**config.mk**
```make
export PLATFORM = sky130hd
export DESIGN_NAME = fifo_reg_array_sc_prog
export DESIGN_NICKNAME = d
export VERILOG_FILES = /design/src/rtl/fifo_sc_pkg.sv /design/src/rtl/fifo_sc_flag_gen.sv /design/src/rtl/fifo_reg_array_sc_prog.sv
export SDC_FILE = /design/constraint.sdc
export NUM_CORES = 1
export LEC_CHECK = 0
export CORE_MARGIN = 3
export CORE_UTILIZATION = 35
export CTS_BUF_LIST = sky130_fd_sc_hd__clkbuf_8
export CTS_CLUSTER_DIAMETER = 50
export DETAILED_ROUTE_END_ITERATION = 7
export GPL_TIMING_DRIVEN = 0
export PLACE_DENSITY = 0.61
export REMOVE_ABC_BUFFERS = 1
export SYNTH_ARGS = -nofsm -noshare
export SYNTH_HDL_FRONTEND = slang
export SYNTH_SLANG_ARGS = --single-unit
export TNS_END_PERCENT = 5
```
**constraint.sdc**
```tcl
create_clock -name clk -period 3.8 [get_ports clk]
set_clock_uncertainty 0.15 [all_clocks]
set_input_delay 0.76 -clock clk [delete_from_list [all_inputs] [get_ports clk]]
set_output_delay 0.76 -clock clk [all_outputs]
set_load 0.1 [all_outputs]
```
**src/rtl/fifo_sc_pkg.sv**
```systemverilog
// Shared definitions for the single-clock register-array FIFO family.
// Latency: n/a (constants, types and helpers only).
// Backpressure: n/a.
package fifo_sc_pkg;

  // Default geometry of a single-clock FIFO instance
  localparam int FIFO_SC_DATA_WIDTH = 16;
  localparam int FIFO_SC_ADDR_WIDTH = 4;

  // Number of entries for a given address width
  function automatic int fifo_sc_depth(input int addr_width);
    return 1 << addr_width;
  endfunction

  // Occupancy / threshold count for the default geometry (one extra bit so DEPTH fits)
  typedef logic [FIFO_SC_ADDR_WIDTH:0] fifo_sc_cnt_t;

endpackage

```
**src/rtl/fifo_sc_flag_gen.sv**
```systemverilog
// Occupancy and status flag generator from extended (ADDR_WIDTH+1)-bit pointers.
// Latency: purely combinational, flags follow pointers and thresholds in the same cycle.
// Backpressure: none; full/empty are consumed by the owning FIFO to gate accesses.
module fifo_sc_flag_gen #(
  parameter int ADDR_WIDTH = 4
) (
  input  logic [ADDR_WIDTH:0] wrptr,
  input  logic [ADDR_WIDTH:0] rdptr,
  input  logic [ADDR_WIDTH:0] af_thresh,
  input  logic [ADDR_WIDTH:0] ae_thresh,
  output logic [ADDR_WIDTH:0] depth,
  output logic                empty,
  output logic                full,
  output logic                almost_empty,
  output logic                almost_full
);

  logic [ADDR_WIDTH:0] depth_w;

  // Modular difference of the extended pointers gives the full 0..DEPTH range
  assign depth_w = wrptr - rdptr;
  assign depth   = depth_w;

  // Equal pointers mean empty; same slot but opposite lap bit means full
  assign empty = (wrptr == rdptr);
  assign full  = (wrptr[ADDR_WIDTH-1:0] == rdptr[ADDR_WIDTH-1:0]) &&
                 (wrptr[ADDR_WIDTH] != rdptr[ADDR_WIDTH]);

  // Unsigned compares: af_thresh=0 always trips, ae_thresh>=DEPTH always trips
  assign almost_full  = (depth_w >= af_thresh);
  assign almost_empty = (depth_w <= ae_thresh);

endmodule

```
**src/rtl/fifo_reg_array_sc_prog.sv**
```systemverilog
// Single-clock register-array FIFO with occupancy count, programmable thresholds and write-through-on-full.
// Latency: written word visible on show-ahead data_out one edge after the write; flags combinational from pointers.
// Backpressure: writes when full are dropped unless a read happens in the same cycle; sticky errors need FIFO_SC_ERR_FLAGS_EN.
module fifo_reg_array_sc_prog
  import fifo_sc_pkg::*;
#(
  parameter int DATA_WIDTH = FIFO_SC_DATA_WIDTH,
  parameter int ADDR_WIDTH = FIFO_SC_ADDR_WIDTH
) (
  input  logic                  clk,
  input  logic                  reset_n,
  input  logic                  wen,
  input  logic                  ren,
  input  logic [DATA_WIDTH-1:0] data_in,
  input  logic [ADDR_WIDTH:0]   af_thresh,
  input  logic [ADDR_WIDTH:0]   ae_thresh,
  input  logic                  err_clr,
  output logic [DATA_WIDTH-1:0] data_out,
  output logic [ADDR_WIDTH:0]   depth,
  output logic                  empty,
  output logic                  full,
  output logic                  almost_empty,
  output logic                  almost_full,
  output logic                  overflow,
  output logic                  underflow
);

  localparam int DEPTH = fifo_sc_depth(ADDR_WIDTH);

  logic [ADDR_WIDTH:0]   wrptr;
  logic [ADDR_WIDTH:0]   rdptr;
  logic [DATA_WIDTH-1:0] reg_array [DEPTH];
  logic                  renq;
  logic                  wenq;

  // A read never bypasses a same-cycle write into an empty FIFO;
  // a write into a full FIFO is accepted only when a real read frees the slot.
  assign renq = ren & ~empty;
  assign wenq = wen & (~full | renq);

  // Pointer registers; reset discards all contents without touching the array
  always_ff @(posedge clk or negedge reset_n) begin
    if (!reset_n) begin
      wrptr <= '0;
      rdptr <= '0;
    end else begin
      if (wenq) wrptr <= wrptr + 1'b1;
      if (renq) rdptr <= rdptr + 1'b1;
    end
  end

  // Storage write; the array is deliberately not reset
  always_ff @(posedge clk) begin
    if (wenq) reg_array[wrptr[ADDR_WIDTH-1:0]] <= data_in;
  end

  // Show-ahead head word; stale while empty
  assign data_out = reg_array[rdptr[ADDR_WIDTH-1:0]];

  fifo_sc_flag_gen #(
    .ADDR_WIDTH (ADDR_WIDTH)
  ) u_flag_gen (
    .wrptr        (wrptr),
    .rdptr        (rdptr),
    .af_thresh    (af_thresh),
    .ae_thresh    (ae_thresh),
    .depth        (depth),
    .empty        (empty),
    .full         (full),
    .almost_empty (almost_empty),
    .almost_full  (almost_full)
  );

`ifdef FIFO_SC_ERR_FLAGS_EN
  logic overflow_q;
  logic underflow_q;

  // Sticky error flags; a new event in the same cycle as err_clr keeps the flag set
  always_ff @(posedge clk or negedge reset_n) begin
    if (!reset_n) begin
      overflow_q  <= 1'b0;
      underflow_q <= 1'b0;
    end else begin
      if (wen & ~wenq)  overflow_q <= 1'b1;
      else if (err_clr) overflow_q <= 1'b0;
      if (ren & ~renq)  underflow_q <= 1'b1;
      else if (err_clr) underflow_q <= 1'b0;
    end
  end

  assign overflow  = overflow_q;
  assign underflow = underflow_q;
`else
  logic unused_err_clr;

  // Error reporting compiled out: flags tied low, clear input has no effect
  assign unused_err_clr = err_clr;
  assign overflow       = 1'b0;
  assign underflow      = 1'b0;
`endif

endmodule

```
; ---- After elaboration in Yosys (flattened, before gate mapping)
; Memories as Yosys holds them, arrays and structs flattened.
; Index checks and enable logic that the tools add are counted.
[totals]
ff_bits = 10
mem_bits_rw = 256
in_bits = 31
output_inout_bits = 27
wordCells = 19
n_memories = 1
[classes]
n_addsub = 3
magnitude_cmp = 2
eq_ne = 3
mux = 2
bitwise_logic = 5
n_reduce_logical = 1
[mem_list]
columns = memory, depth, word_bits, read_ports, rd_clocked_by_memory_dff, write_ports, line_no
row1 = reg_array, 16, 16, 1, 0, 1, fifo_reg_array_sc_prog.sv:32  ; logic [DATA_WIDTH-1:0] reg_array [DEPTH];
[ops]
columns = operator, n
row1 = 5-bit by 1-bit adder with 5-bit output (second input constant), 2
row2 = 5-bit == test, 1
row3 = 5-bit >= comparator, 1
row4 = 5-bit less-or-equal comparator, 1
row5 = 5-bit subtractor, 1
row6 = 4-bit == test, 1
row7 = 1-bit AND, 2
row8 = 1-bit two-way mux, 2
row9 = 1-bit inverter, 2
row10 = 1-bit logical AND, 1
row11 = 1-bit inequality test, 1
row12 = 1-bit OR, 1

; ---- Logic depth before layout (Yosys ltp)
[logic_depth]
ltp_word = 7
mapped_depth = 12
ltp_nobuf = 12

; ---- By module
; A second synthesis with hierarchy kept.
[hier_totals]
cells_unflattened = 548
hier_area_um2 = 10834.1
[modules_own_cells]
columns = mod, instances, cells_per_inst, area_per_inst_um2, seq_area_each_um2
row1 = fifo_reg_array_sc_prog, 1, 495, 10422.5, 7937.6
row2 = fifo_sc_flag_gen, 1, 53, 411.6, 0.0

; ---- Worst setup path after synthesis
; OpenSTA, ideal clock, no wires.
[synth_timing]
path_kind = register -> output
startpoint = register rdptr[1]
endpoint = output port almost_empty
arrival_ps = 5229
t_required_ps = 2890
slack_ps = -2339
path_stages_with_launch = 12
path_buffers = 2
path_cell_list = dfrtp_1 -> buf_4 -> clkbuf_1 -> inv_1 -> ha_1 -> a21o_1 -> a21oi_1 -> xnor2_1 -> ha_1 -> a21oi_1 -> o22ai_1 -> o22ai_1
[synth_via]
elab_chain_cells = 2
[synth_rtl]
columns = item, line_no
row1 = start: declaration, fifo_reg_array_sc_prog.sv:31  ; logic [ADDR_WIDTH:0] rdptr;
row2 = start signal: assignment, fifo_reg_array_sc_prog.sv:48  ; if (renq) rdptr <= rdptr + 1'b1;
row3 = 5-bit subtractor, fifo_sc_flag_gen.sv:21  ; assign depth_w = wrptr - rdptr;
row4 = named net depth[3], fifo_reg_array_sc_prog.sv:19  ; output logic [ADDR_WIDTH:0] depth,
row5 = 5-bit less-or-equal comparator, fifo_sc_flag_gen.sv:31  ; assign almost_empty = (depth_w <= ae_thresh);
row6 = end: declaration, fifo_reg_array_sc_prog.sv:22  ; output logic almost_empty,
; The timed path passes the listed nets, and every way through them passes these cells.

; ---- Final worst setup path
[layout_timing]
startpoint = register rdptr[3]
endpoint = output port almost_empty
[layout_via]
elab_chain_cells = 2
[layout_rtl]
columns = item, line_no
row1 = 5-bit subtractor, fifo_sc_flag_gen.sv:21
row2 = 5-bit less-or-equal comparator, fifo_sc_flag_gen.sv:31
; Every way passes these cells.

==> results_dict.tcl <==
set metrics [dict create \
    die_height_um 182 \
    finalHoldViolCount 0 \
    drc 0 \
    tns_ps -702 \
    seq_area_frac_synth 0.735 \
    rows 63 \
    final_util 0.425 \
    slew_headroom 0.115 \
    grt_max_degree 43 \
    cp-end-kind "output port" \
    yosysMostFrequentCell "edfxtp_1" \
    io_buffers 54 \
    clk_pin_slew_ps 60 \
    cp.required_ps 2890 \
    grt_pass1_vias 6050 \
    vias 5551 \
    wirelength_um 24600 \
    core_area_um2 30000 \
    wl_per_cell_um 23.3 \
    synth_cell_types 37 \
    syn_inst 546 \
    cts_root_buf "clkbuf_8" \
    synthTopCellsByCount "edfxtp_1, mux2i_1, mux4_2" \
    max_freq_ghz 0.254 \
    avgSynthCellArea_um2 19.8 \
    clkLatencyLatePin_ps 530 \
    hold_path.class "register to register" \
    netlist_area_um2 10800 \
    synth_ff_type "edfxtp_1" \
    clock_sinks 266 \
    drtIter0Drc 457 \
    ant_nets 0 \
    finalCritPeriodShare 1.04 \
    syn_to_final_growth_pct 18.2 \
    synth_top_area_share 0.712 \
    ys_ff_latch 266 \
    critPathKind "register to output port" \
    start_util 0.360 \
    place.gp.congestion 0.753 \
    drv_slew 0 \
    setup_viol 9 \
    grt_overflow_total 0 \
    antenna_found_initial 0 \
    cts_tree "done" \
    rsz0062_at_grt "yes" \
    h-tree-depth 2 \
    cap_violations 0 \
    synthTopCellsByArea "edfxtp_1, mux4_2, mux2i_1" \
    die_w_um 182 \
    async_flop_share 0.0376 \
    finalWorstSetupSlack_ps -142 \
    grt_pass1_wl_um 37100 \
    violations "setup timing" \
    worst_ep_arrival_time_ps 3030 \
    crit_fanout 17 \
    hold_ws_ps 350 \
    antenna_cells 0 \
    synth_warnings 0 \
    synth.largest_area_cell "edfxtp_1" \
    cts.path.max_buffers 3 \
    startpoint_type "register" \
    period_needed_ps 3940 \
    outcome "finished, violations left" \
    first_pass_iters 4 \
    tightest_slew_ps 1330 \
    hpwlAfterDp_um 13100 \
    nets 689 \
    io_pins 58 \
    via_per_inst 5.25 \
    cts_buffers 43 \
    drive_gt1_frac 0.220 \
    synth_edf_count 256 \
    grtUsageTotal 0.149 \
    cts_hold_buffers 0 \
    dieArea_um2 33000 \
]
path summary, 6_finish.rpt:
kind	from	endpoint	slack [ps]	cells past startpoint
worst max register to register	rdptr[3]	reg_array[2][11]	370	6
max in group asynchronous	reset_n	rdptr[1]	2720	1
worst min register to register	wrptr[4]	wrptr[4]	350	1
worst max-delay path	rdptr[3]	almost_empty	-140	8
worst min-delay path	wrptr[4]	wrptr[4]	350	1
min in group asynchronous	reset_n	rdptr[4]	410	1
cell families after synthesis:
group | Yosys count | share of synthesized area
DFF | 266 | 0.735
xor gates and xnor gates | 12 | 0.00973
other | 1 | 0.000347
muxes | 96 | 0.147
adders and majority gates | 20 | 0.0239
and+or+nand+nor | 40 | 0.0205
buffers and inverters | 47 | 0.0229
AOI/OAI and AO/OA | 64 | 0.0404
worst max-delay path, cell delays in order (launching register included):
cell	delay, ps
dfrtp_4	520
clkinv_8	190
ha_1	440
xnor2_2	290
ha_1	300
a21oi_1	150
o22ai_1	100
o22ai_1	220
buf_6	260
per-layer routing:
| metal | wire length, um | up-vias | part of all wire | global-route usage |
|---|---|---|---|---|
| met2 | 12000 | 188 | 0.49 | 0.242 |
| met1 | 10600 | 2897 | 0.43 | 0.204 |
| li1 | - | 2422 | - | - |
| met4 | 597 | 0 | 0.024 | 0.0500 |
| met5 | 0 | - | 0 | 0 |
| met3 | 1450 | 44 | 0.059 | 0.0288 |
cell type report:
class                           instances  area (um2)
Inverter                               19        87.6
Clock buffer                           47         647
Tap cell                              390         488
Clock inverter                         28         110
Timing Repair Buffer                   74         785
Sequential cell                       266        7950
Fill cell                            2626       17300
Multi-Input combinational cell        234        2700
per-stage QoR:
stage	setup slack, ps	std cells	cell area, um2
2_1_floorplan	-4050	519	10600
3_3_place_gp	-3760	963	11700
3_5_place_dp	-1610	967	11800
4_1_cts	-252	1056	12700
5_1_grt	-266	1058	12800
6_report	-142	1058	12800
flip-flops by register name (all words and copies together) (netlist names):
name / flops
wrptr: 5
reg_array: 256
rdptr: 5
cells in the final DEF (no fill, tap or decap), types with 3 or more instances in the layout:
cell / synthesis / final
nand4_1: 5 / 5
clkinv_2: 0 / 4
a32oi_1: 16 / 16
clkdlybuf4s15_2: 0 / 10
mux4_2: 40 / 40
clkbuf_8: 0 / 47
and3_1: 9 / 9
a21oi_1: 6 / 4
nand2_1: 6 / 6
buf_4: 5 / 11
o21ai_1: 16 / 16
clkdlybuf4s50_1: 0 / 30
inv_1: 18 / 31
edfxtp_1: 256 / 256
buf_6: 1 / 5
mux2i_1: 48 / 48
xnor2_1: 10 / 8
dfrtp_4: 0 / 3
clkinv_1: 0 / 8
nor2_1: 5 / 4
mux4_1: 8 / 8
o21ai_0: 3 / 3
a22oi_1: 16 / 16
dfrtp_1: 10 / 6
and2_1: 9 / 8
ha_1: 19 / 17
dlygate4sd2_1: 0 / 8
timing repair:
| action | in CTS | in global routing |
|---|---|---|
| pin swaps | 9 | 7 |
| gates resized for setup | 84 | 10 |
| endpoints found under the setup margin | 281 | 16 |
| gates cloned | 1 | 0 |
| buffers inserted | 13 | 2 |
Power is not shown: default switching activity piles up to over one toggle a cycle in this logic, so the estimate is an artifact.
